## config.mk

```make
export PLATFORM = sky130hd
export DESIGN_NAME = csr_uart_fifo
export DESIGN_NICKNAME = d
export VERILOG_FILES = /design/src/rtl/csr_pkg.sv /design/src/rtl/csr_uart_fifo_buf.sv /design/src/rtl/csr_uart_fifo.sv
export SDC_FILE = /design/constraint.sdc
export NUM_CORES = 1
export LEC_CHECK = 0
export ABC_AREA = 1
export CELL_PAD_IN_SITES_DETAIL_PLACEMENT = 1
export CELL_PAD_IN_SITES_GLOBAL_PLACEMENT = 1
export CORE_MARGIN = 1
export CORE_UTILIZATION = 35
export CTS_BUF_LIST = sky130_fd_sc_hd__clkbuf_8
export DETAILED_ROUTE_END_ITERATION = 10
export HOLD_SLACK_MARGIN = 0.12
export PLACE_DENSITY = 0.57
export SYNTH_ARGS = -nofsm -noshare
export SYNTH_HDL_FRONTEND = slang
export SYNTH_SLANG_ARGS = --single-unit
export TNS_END_PERCENT = 10
```

## constraint.sdc

```tcl
create_clock -name clk -period 12.3 [get_ports clk]
set_input_delay 2.46 -clock clk [delete_from_list [all_inputs] [get_ports clk]]
set_output_delay 2.46 -clock clk [all_outputs]
set_load 0.02 [all_outputs]
```

## src/rtl/csr_pkg.sv

```systemverilog
// Shared definitions for the CSR side-bus peripherals: modify opcodes,
// UART engine states and data-CSR status bit positions.
package csr_pkg;

    localparam logic [2:0] MOD_WRITE = 3'b001;
    localparam logic [2:0] MOD_SET   = 3'b010;
    localparam logic [2:0] MOD_CLEAR = 3'b011;

    typedef enum logic [1:0] {
        ST_IDLE  = 2'd0,
        ST_START = 2'd1,
        ST_DATA  = 2'd2,
        ST_STOP  = 2'd3
    } uart_state_t;

    localparam int STAT_RX_EMPTY     = 8;
    localparam int STAT_RX_FRAME_ERR = 9;
    localparam int STAT_RX_OVERRUN   = 10;
    localparam int STAT_TX_FULL      = 11;

    // A 256-entry FIFO has a 9-bit count; saturate so "full" never reads as 0.
    function automatic logic [7:0] count8(input logic [8:0] c);
        return c[8] ? 8'hff : c[7:0];
    endfunction

endpackage

```

## src/rtl/csr_uart_fifo_buf.sv

```systemverilog
// Synchronous show-ahead FIFO; pointers carry one extra wrap bit so
// count = wr - rd. A push on a full FIFO succeeds only if a pop happens in the same cycle.
module csr_uart_fifo_buf #(
    parameter int WIDTH      = 8,
    parameter int DEPTH_LOG2 = 4
) (
    input  logic                  clk,
    input  logic                  rst,
    input  logic                  push,
    input  logic [WIDTH-1:0]      push_data,
    input  logic                  pop,
    output logic                  full,
    output logic                  empty,
    output logic [DEPTH_LOG2:0]   count,
    output logic [WIDTH-1:0]      head
);

    localparam int DEPTH = 1 << DEPTH_LOG2;

    logic [WIDTH-1:0]    mem [DEPTH];
    logic [DEPTH_LOG2:0] wr_ptr;
    logic [DEPTH_LOG2:0] rd_ptr;
    logic                do_push;
    logic                do_pop;

    assign count   = wr_ptr - rd_ptr;
    assign empty   = (wr_ptr == rd_ptr);
    assign full    = (wr_ptr[DEPTH_LOG2] != rd_ptr[DEPTH_LOG2]) &&
                     (wr_ptr[DEPTH_LOG2-1:0] == rd_ptr[DEPTH_LOG2-1:0]);
    assign do_pop  = pop & ~empty;
    assign do_push = push & (~full | do_pop);
    assign head    = empty ? '0 : mem[rd_ptr[DEPTH_LOG2-1:0]];

    always_ff @(posedge clk or posedge rst) begin
        if (rst) begin
            wr_ptr <= '0;
            rd_ptr <= '0;
        end else begin
            if (do_push) wr_ptr <= wr_ptr + 1'b1;
            if (do_pop)  rd_ptr <= rd_ptr + 1'b1;
        end
    end

    always_ff @(posedge clk) begin
        if (do_push) mem[wr_ptr[DEPTH_LOG2-1:0]] <= push_data;
    end

endmodule

```

## src/rtl/csr_uart_fifo.sv

```systemverilog
// Buffered CSR UART: data/status CSR at BASE_ADDR, control CSR at BASE_ADDR+1.
// Optional interrupt output and enable register under CSR_UART_FIFO_IRQ_EN.
module csr_uart_fifo
    import csr_pkg::*;
#(
    parameter logic [11:0] BASE_ADDR     = 12'hbc0,
    parameter int          CLOCK_RATE    = 12_000_000,
    parameter int          BAUD_RATE     = 115200,
    parameter int          RX_DEPTH_LOG2 = 4,
    parameter int          TX_DEPTH_LOG2 = 4
) (
    input  logic        clk,
    input  logic        rst,
    input  logic        read,
    input  logic [2:0]  modify,
    input  logic [31:0] wdata,
    input  logic [11:0] addr,
    output logic [31:0] rdata,
    output logic        valid,
    input  logic        rx,
    output logic        tx,
`ifdef CSR_UART_FIFO_IRQ_EN
    output logic        irq,
`endif
    output logic        avoid_warning
);

    localparam logic [15:0] DIV_RESET = 16'(CLOCK_RATE / BAUD_RATE);

    logic hit_data, hit_ctrl, tx_push, rx_pop, clr_frame, clr_over, div_wr;
    logic [15:0] divisor;
    logic rx_frame_err, rx_overrun;
    logic [31:0] rd_next;

    logic tx_full, tx_empty, tx_pop;
    logic [TX_DEPTH_LOG2:0] tx_count;
    logic [7:0] tx_head;
    logic rx_full, rx_empty, rx_push, frame_set;
    logic [RX_DEPTH_LOG2:0] rx_count;
    logic [7:0] rx_head;

    assign hit_data  = (addr == BASE_ADDR);
    assign hit_ctrl  = (addr == BASE_ADDR + 12'd1);
    assign tx_push   = hit_data & (modify == MOD_WRITE);
    assign rx_pop    = hit_data & (modify == MOD_SET) & wdata[0];
    assign clr_frame = hit_data & (modify == MOD_CLEAR) & wdata[1];
    assign clr_over  = hit_data & (modify == MOD_CLEAR) & wdata[2];
    assign div_wr    = hit_ctrl & (modify == MOD_WRITE);
    assign avoid_warning = read | (|wdata[31:16]);

`ifdef CSR_UART_FIFO_IRQ_EN
    logic [1:0] irq_en;
    always_ff @(posedge clk or posedge rst) begin
        if (rst) begin
            irq_en <= 2'b00;
            irq    <= 1'b0;
        end else begin
            if (hit_ctrl && modify == MOD_SET)   irq_en <= irq_en | wdata[17:16];
            if (hit_ctrl && modify == MOD_CLEAR) irq_en <= irq_en & ~wdata[17:16];
            irq <= (irq_en[0] & ~rx_empty) | (irq_en[1] & tx_empty);
        end
    end
`endif

    always_comb begin
        rd_next = '0;
        if (hit_data) begin
            rd_next[7:0]               = rx_head;
            rd_next[STAT_RX_EMPTY]     = rx_empty;
            rd_next[STAT_RX_FRAME_ERR] = rx_frame_err;
            rd_next[STAT_RX_OVERRUN]   = rx_overrun;
            rd_next[STAT_TX_FULL]      = tx_full;
        end else if (hit_ctrl) begin
            rd_next = {count8(9'(tx_count)), count8(9'(rx_count)), divisor};
`ifdef CSR_UART_FIFO_IRQ_EN
            rd_next[17:16] = irq_en;
`endif
        end
    end

    // Sticky error flags: a new event in the same cycle as a clear wins.
    always_ff @(posedge clk or posedge rst) begin
        if (rst) begin
            valid        <= 1'b0;
            rdata        <= '0;
            divisor      <= DIV_RESET;
            rx_frame_err <= 1'b0;
            rx_overrun   <= 1'b0;
        end else begin
            valid <= hit_data | hit_ctrl;
            rdata <= rd_next;
            if (div_wr) divisor <= (wdata[15:0] < 16'd2) ? 16'd2 : wdata[15:0];
            if (frame_set)      rx_frame_err <= 1'b1;
            else if (clr_frame) rx_frame_err <= 1'b0;
            if (rx_push & rx_full & ~rx_pop) rx_overrun <= 1'b1;
            else if (clr_over)               rx_overrun <= 1'b0;
        end
    end

    csr_uart_fifo_buf #(.WIDTH(8), .DEPTH_LOG2(TX_DEPTH_LOG2)) u_tx_fifo (
        .clk(clk), .rst(rst), .push(tx_push), .push_data(wdata[7:0]), .pop(tx_pop),
        .full(tx_full), .empty(tx_empty), .count(tx_count), .head(tx_head)
    );

    // ---------------- TX engine ----------------
    uart_state_t tx_state, tx_state_n;
    logic [15:0] tx_cnt, tx_cnt_n, tx_div, tx_div_n;
    logic [2:0]  tx_bit, tx_bit_n;
    logic [7:0]  tx_shreg, tx_shreg_n;
    logic        tx_bit_end;

    assign tx_bit_end = (tx_cnt == tx_div - 16'd1);
    assign tx = (tx_state == ST_START) ? 1'b0 :
                (tx_state == ST_DATA)  ? tx_shreg[0] : 1'b1;

    always_ff @(posedge clk or posedge rst) begin
        if (rst) begin
            tx_state <= ST_IDLE;
            tx_cnt   <= '0;
            tx_div   <= DIV_RESET;
            tx_bit   <= '0;
            tx_shreg <= '0;
        end else begin
            tx_state <= tx_state_n;
            tx_cnt   <= tx_cnt_n;
            tx_div   <= tx_div_n;
            tx_bit   <= tx_bit_n;
            tx_shreg <= tx_shreg_n;
        end
    end

    // Divisor is latched at each start bit so a frame in flight keeps its rate.
    always_comb begin
        tx_state_n = tx_state;
        tx_cnt_n   = tx_cnt + 16'd1;
        tx_div_n   = tx_div;
        tx_bit_n   = tx_bit;
        tx_shreg_n = tx_shreg;
        tx_pop     = 1'b0;
        case (tx_state)
            ST_IDLE: begin
                tx_cnt_n = '0;
                if (!tx_empty) begin
                    tx_pop     = 1'b1;
                    tx_shreg_n = tx_head;
                    tx_div_n   = divisor;
                    tx_state_n = ST_START;
                end
            end
            ST_START: if (tx_bit_end) begin
                tx_cnt_n   = '0;
                tx_bit_n   = '0;
                tx_state_n = ST_DATA;
            end
            ST_DATA: if (tx_bit_end) begin
                tx_cnt_n   = '0;
                tx_shreg_n = {1'b0, tx_shreg[7:1]};
                tx_bit_n   = tx_bit + 3'd1;
                if (tx_bit == 3'd7) tx_state_n = ST_STOP;
            end
            ST_STOP: if (tx_bit_end) begin
                tx_cnt_n = '0;
                if (!tx_empty) begin
                    tx_pop     = 1'b1;
                    tx_shreg_n = tx_head;
                    tx_div_n   = divisor;
                    tx_state_n = ST_START;
                end else begin
                    tx_state_n = ST_IDLE;
                end
            end
            default: tx_state_n = ST_IDLE;
        endcase
    end

    // ---------------- RX engine ----------------
    uart_state_t rx_state, rx_state_n;
    logic        rx_s1, rx_s2, rx_s3;
    logic [15:0] rx_cnt, rx_cnt_n, rx_div, rx_div_n;
    logic [2:0]  rx_bit, rx_bit_n;
    logic [7:0]  rx_shreg, rx_shreg_n;
    logic        rx_brk, rx_brk_n;

    csr_uart_fifo_buf #(.WIDTH(8), .DEPTH_LOG2(RX_DEPTH_LOG2)) u_rx_fifo (
        .clk(clk), .rst(rst), .push(rx_push), .push_data(rx_shreg), .pop(rx_pop),
        .full(rx_full), .empty(rx_empty), .count(rx_count), .head(rx_head)
    );

    always_ff @(posedge clk or posedge rst) begin
        if (rst) begin
            rx_s1    <= 1'b1;
            rx_s2    <= 1'b1;
            rx_s3    <= 1'b1;
            rx_state <= ST_IDLE;
            rx_cnt   <= '0;
            rx_div   <= DIV_RESET;
            rx_bit   <= '0;
            rx_shreg <= '0;
            rx_brk   <= 1'b0;
        end else begin
            rx_s1    <= rx;
            rx_s2    <= rx_s1;
            rx_s3    <= rx_s2;
            rx_state <= rx_state_n;
            rx_cnt   <= rx_cnt_n;
            rx_div   <= rx_div_n;
            rx_bit   <= rx_bit_n;
            rx_shreg <= rx_shreg_n;
            rx_brk   <= rx_brk_n;
        end
    end

    // rx_brk: stop bit sampled low; hold in STOP until the line returns high.
    always_comb begin
        rx_state_n = rx_state;
        rx_cnt_n   = rx_cnt + 16'd1;
        rx_div_n   = rx_div;
        rx_bit_n   = rx_bit;
        rx_shreg_n = rx_shreg;
        rx_brk_n   = rx_brk;
        rx_push    = 1'b0;
        frame_set  = 1'b0;
        case (rx_state)
            ST_IDLE: begin
                rx_cnt_n = '0;
                if (rx_s3 && !rx_s2) begin
                    rx_div_n   = divisor;
                    rx_state_n = ST_START;
                end
            end
            ST_START: if (rx_cnt == {1'b0, rx_div[15:1]}) begin
                rx_cnt_n   = '0;
                rx_bit_n   = '0;
                rx_state_n = rx_s2 ? ST_IDLE : ST_DATA;
            end
            ST_DATA: if (rx_cnt == rx_div - 16'd1) begin
                rx_cnt_n   = '0;
                rx_shreg_n = {rx_s2, rx_shreg[7:1]};
                rx_bit_n   = rx_bit + 3'd1;
                if (rx_bit == 3'd7) rx_state_n = ST_STOP;
            end
            ST_STOP: begin
                if (rx_brk) begin
                    rx_cnt_n = '0;
                    if (rx_s2) begin
                        rx_brk_n   = 1'b0;
                        rx_state_n = ST_IDLE;
                    end
                end else if (rx_cnt == rx_div - 16'd1) begin
                    rx_cnt_n = '0;
                    if (rx_s2) begin
                        rx_push    = 1'b1;
                        rx_state_n = ST_IDLE;
                    end else begin
                        frame_set = 1'b1;
                        rx_brk_n  = 1'b1;
                    end
                end
            end
            default: rx_state_n = ST_IDLE;
        endcase
    end

endmodule

```

# ---- After elaboration in Yosys (flattened, before gate mapping)
# Memory sizes are Yosys's and may differ from the RTL's.
# Index checks and enable logic that the tools add are counted.
dict set report totals {
  mem_count 2
  out_inout_bits 35
  in_bits 51
  ramBits 256
  ff_bits 165
  word_cells 176
}
dict set report classes {
  mux 62
  reduce_logical 22
  n_bitwise 22
  magnitude_cmp 1
  n_addsub 12
  eq_ne 32
}
# name depth word_bits read_ports rd_clocked_by_memory_dff wr line
set memory_table {}
lappend memory_table {u_rx_fifo.mem 16 8 1 0 1 csr_uart_fifo_buf.sv:20} ;# logic [WIDTH-1:0] mem [DEPTH];
lappend memory_table {u_tx_fifo.mem 16 8 1 0 1 csr_uart_fifo_buf.sv:20}
# op n
set ops {}
lappend ops {{16-bit 2-to-1 mux} 7}
lappend ops {{16-bit one-hot mux with 2 select lines} 2}
lappend ops {{16-bit one-hot mux with 4 select lines} 1}
lappend ops {{16-bit by 1-bit adder with 16-bit output (second input constant)} 2}
lappend ops {{16-bit equality test} 2}
lappend ops {{8-bit 2-to-1 mux} 4}
lappend ops {{16-bit by 1-bit subtractor with 16-bit output (second input constant)} 2}
lappend ops {{29-bit 2-to-1 mux} 1}
lappend ops {{2-bit 2-to-1 mux} 13}
lappend ops {{12-bit equality test (second input constant)} 2}
lappend ops {{8-bit one-hot mux with 3 select lines} 1}
lappend ops {{1-bit 2-to-1 mux} 22}
lappend ops {{5-bit by 1-bit adder with 5-bit output (second input constant)} 4}
lappend ops {{20-bit 2-to-1 mux} 1}
lappend ops {{16-bit by 15-bit equality test with 1-bit output} 1}
lappend ops {{16-bit by 2-bit < comparator with 1-bit output (second input constant)} 1}
lappend ops {{2-bit != test (second input constant)} 8}
lappend ops {{2-bit one-hot mux with 4 select lines} 2}
lappend ops {{16-bit OR reduction} 1}
lappend ops {{1-bit AND} 13}
lappend ops {{12-bit 2-to-1 mux} 1}
lappend ops {{3-bit 2-to-1 mux} 4}
lappend ops {{3-bit one-hot mux with 2 select lines} 2}
lappend ops {{5-bit equality test} 2}
lappend ops {{other kinds (23)} 52}

# ---- Logic depth before layout (Yosys ltp)
dict set report logic_depth {
  ltp_word 9
  ltp_mapped 17
  ltp_nobuf 17
}

# ---- By module
# From an unflattened synthesis, not the netlist that was laid out.
dict set report hier_totals {
  cells_unflattened 2332
  hier_area_um2 20815.0
}
# module seq_area_each_um2 area_per_inst_um2 cells_per_inst n_inst
set modules_own_cells {}
lappend modules_own_cells {csr_uart_fifo 3493.4 8114.0 1063 1}
lappend modules_own_cells {{csr_uart_fifo_buf (u_tx_fifo)} 4093.9 6388.6 634 1}
lappend modules_own_cells {{csr_uart_fifo_buf (u_rx_fifo)} 4093.9 6312.3 635 1}

# ---- Least setup slack after synthesis
# Ideal clock, no wire load.
dict set report synth_timing {
  path_type {input-to-output}
  start {in wdata[19]}
  end {out avoid_warning}
  cell_stages 3
  t_required_ns 9.840
  setup_slack_ns 6.513
  arrival_time_ns 3.327
  n_path_buf 0
  cell_sequence {or4_1 nor3_1 nand4_1}
}
dict set report synth_via {
  elab_chain_cells 2
}
# element line
set synth_rtl {}
lappend synth_rtl {{from (decl)} csr_uart_fifo.sv:16} ;# input logic [31:0] wdata,
lappend synth_rtl {{16-bit OR reduction} csr_uart_fifo.sv:49} ;# assign avoid_warning = read | (|wdata[31:16]);
lappend synth_rtl {{1-bit OR} csr_uart_fifo.sv:49}
lappend synth_rtl {{to (decl)} csr_uart_fifo.sv:25} ;# output logic avoid_warning
# Every way passes these cells.

# ---- Final worst setup path
# Same ends and word-level chain as after synthesis.

==> qor.yml <==
synth_area_um2: 18730
cts_tree: "done"
cts_resized: 0
ys_seq_area_share_pct: 62.36
finalPower_mw: 4.012
drc: 6
synth-seq-cells: 415
hold_violations: 0
drive_gt1_share_pct: 7.168
grt_max_degree: 88
grt_overflow: 0
rr_worst_depth: 9
avgSynthCellArea_um2: 10.16
setup_violations: 0
clk_pin_slew_ns: 0.05
area_growth_pct: 15.57
worst_pin_slew_ns: 1.154
die_w_um: 233.4
coreArea_um2: 52760
drv_cap: 0
netlist-cell-type-count: 48
cts_hold_buf: 0
cp_data_required_time_ns: 9.84
synth_ff_type: "edfxtp_1"
hp-class: "flop to flop"
skew_ns: 0.03497
finalCritPeriodShare_pct: 53.95
p_leak_nw: 8.619
via_per_inst: 5.082
finalWirelength_um: 54560
ant_nets: 0
path_class: "primary input to output port"
nets: 2032
worstPathMaxFanout: 1
port_buffers: 79
initial_core_util_pct: 35.51
cp-end-kind: "output port"
placementRows: 84
cts_buffers: 76
vias: 13710
antenna_found_initial: 1
period_minus_slack_ns: 6.636
place_hpwl_um: 36590
root_buffer: "clkbuf_8"
clock_sinks: 415
io_pins: 86
clock.fmax_mhz: 150.7
worstPathArrival_ns: 4.18
grt_pass1_wl_um: 85690
dieArea_um2: 54450
place_congestion: 0.7812
slew_violations: 0
fin_setup_tns_ns: 0
htree_levels: 3
grt_pass1_vias: 14400
violations: "DRC"
hold_depth: 0
wl_per_cell_um: 20.22
die_y_um: 233.4
ys_async_sr_fraction_pct: 38.31
cts_setup_buffers: 0
firstDrtPassIters: 8
status: "finished, violations left"
clk_path_buf_depth: 3
rsz0062_at_grt: "false"
synth-edff-count: 256
start_kind: "primary input"
syn_inst: 1844
track_usage_pct: 20.73
relSlewSlack_pct: 22.97
synth_warnings: 0
clk_latency_ns: 0.67
power_density_nw_per_um2: 185.3
first_iter_violations: 762
ir_drop_uv: 93.08
[flip-flops by register name (all words and copies together) (netlist names), 3 cells and up, named ones only]
name and cells:
u_tx_fifo.rd_ptr 5, rx_cnt 16, tx_bit 3, u_tx_fifo.wr_ptr 5
u_rx_fifo.wr_ptr 5, rx_div 16, rx_shreg 8, divisor 16
u_tx_fifo.mem 128, u_rx_fifo.rd_ptr 5, rx_bit 3, u_rx_fifo.mem 128
rdata 26, tx_div 16, tx_shreg 8, tx_cnt 16
[worst max-delay path, cell delays in order]
cell	delay (ns)
clkdlybuf4s50_1	0.39
or4_1	0.52
nor3_1	0.16
nand4_1	0.10
clkdlybuf4s50_1	0.55
[placed cells by master, fill, tap and decap left out, types with 3 or more instances in the layout]
cell type,synthesis,layout
inv_2,3,3
nor3_1,21,21
clkinv_2,0,6
dfstp_2,12,12
nand4_1,19,19
inv_1,136,168
clkbuf_8,0,86
o21bai_1,5,5
a21oi_1,13,13
nor2_2,2,3
o221ai_1,38,38
ha_1,32,32
clkinvlp_4,0,3
edfxtp_1,256,256
xor2_1,46,46
dfrtp_1,147,145
o21ai_0,229,229
o211ai_1,6,6
nor3b_1,3,3
nor4_1,10,10
conb_1,1,6
mux2i_1,7,7
or2_2,4,4
nand3_1,100,100
nand3b_1,3,3
clkinv_1,1,11
xnor2_1,24,24
nand2_1,300,300
nor2_1,298,297
o22ai_1,29,29
buf_4,6,17
clkdlybuf4s50_1,0,79
[stage by stage]
stage          utilization (%)  hold WS (ns)  cell area [µm²]  worst slack, ns  cells
6_report                 41.03        0.3602            21650            5.664   2698
5_1_grt                  41.03        0.3625            21650            5.586   2698
4_1_cts                  41.03        0.3599            21650            5.646   2697
3_5_place_dp             38.34        0.3519            20230            5.646   2557
3_3_place_gp             38.34        0.3491            20230            5.637   2557
2_1_floorplan                -        0.3452            18750            5.568   1849
[power breakdown]
group	internal (mW)	switching (mW)	total, mW	leakage [nW]
combinational	0.348	0.699	1.05	3.37
sequential	1.59	0.138	1.72	4.40
clock	0.641	0.602	1.24	0.848
[cell families (layout without fill, tap and decap cells)]
group / count (synthesis) / count (layout) / share of synthesized area (%)
other cells: 1 / 7 / 0.02002
mux: 7 / 7 / 0.3740
buf+inv: 216 / 376 / 4.468
fa+ha+maj: 34 / 34 / 2.351
flops: 415 / 415 / 62.36
simple gates: 769 / 769 / 17.03
compound gates: 332 / 332 / 10.13
xor+xnor: 70 / 70 / 3.273
[path summary, 6_finish.rpt]
path / start / slack (ns) / endpoint
max: wdata[19] / 5.66 / avoid_warning
max in group asynchronous: rst / 8.50 / rx_cnt[1]
min in group asynchronous: rst / 2.34 / divisor[15]
min reg2reg: rx_s1 / 0.36 / rx_s2
min: rx_s1 / 0.36 / rx_s2
max reg2reg: u_rx_fifo.rd_ptr[1] / 7.63 / u_rx_fifo.mem[7][2]
[routing by layer]
layer / wire (µm) / up-vias / GRT usage (%) / share of wire [%]
met1: 25960 / 6855 / 28.81 / 48
met4: 1348 / 0 / 7.006 / 2.5
met5: 0 / - / 0 / 0
met3: 2058 / 88 / 3.442 / 3.8
met2: 25190 / 229 / 32.72 / 46
li1: - / 6539 / - / -
[cell type report]
type | count | area, µm²
timing repair buffer | 96 | 918.4
multi-input combinational | 1218 | 6236
clock buffer | 86 | 1184
inverter | 140 | 530.5
tap | 688 | 860.8
antenna | 1 | 2.502
fill | 5917 | 31110
sequential | 415 | 11680
clock inverter | 54 | 234.0
[synthesized netlist by cell type (all sizes together), types with 2 or more instances]
library cell / number / area (µm²)
or2: 4 / 25.02
a21oi: 13 / 65.06
nand4: 19 / 118.9
ha: 32 / 400.4
nor2: 300 / 1131
o21bai: 5 / 37.54
buf: 11 / 67.56
nor3: 23 / 131.4
mux2i: 7 / 70.07
clkbuf: 65 / 244.0
nor3b: 3 / 22.52
and2: 2 / 12.51
dfstp: 12 / 315.3
nand3: 101 / 510.5
dfrtp: 147 / 3679
fa: 2 / 40.04
o22ai: 29 / 181.4
nand3b: 3 / 22.52
nor4: 10 / 62.56
inv: 139 / 521.8
o31ai: 2 / 15.01
a21o: 2 / 15.01
o211ai: 6 / 45.04
o221ai: 38 / 332.8
nand2: 301 / 1132
xnor2: 24 / 210.2
a31oi: 2 / 12.51
xor2: 46 / 402.9
edfxtp: 256 / 7687
o21ai: 231 / 1156
No activity file was read; power rests on OpenSTA's default activity.
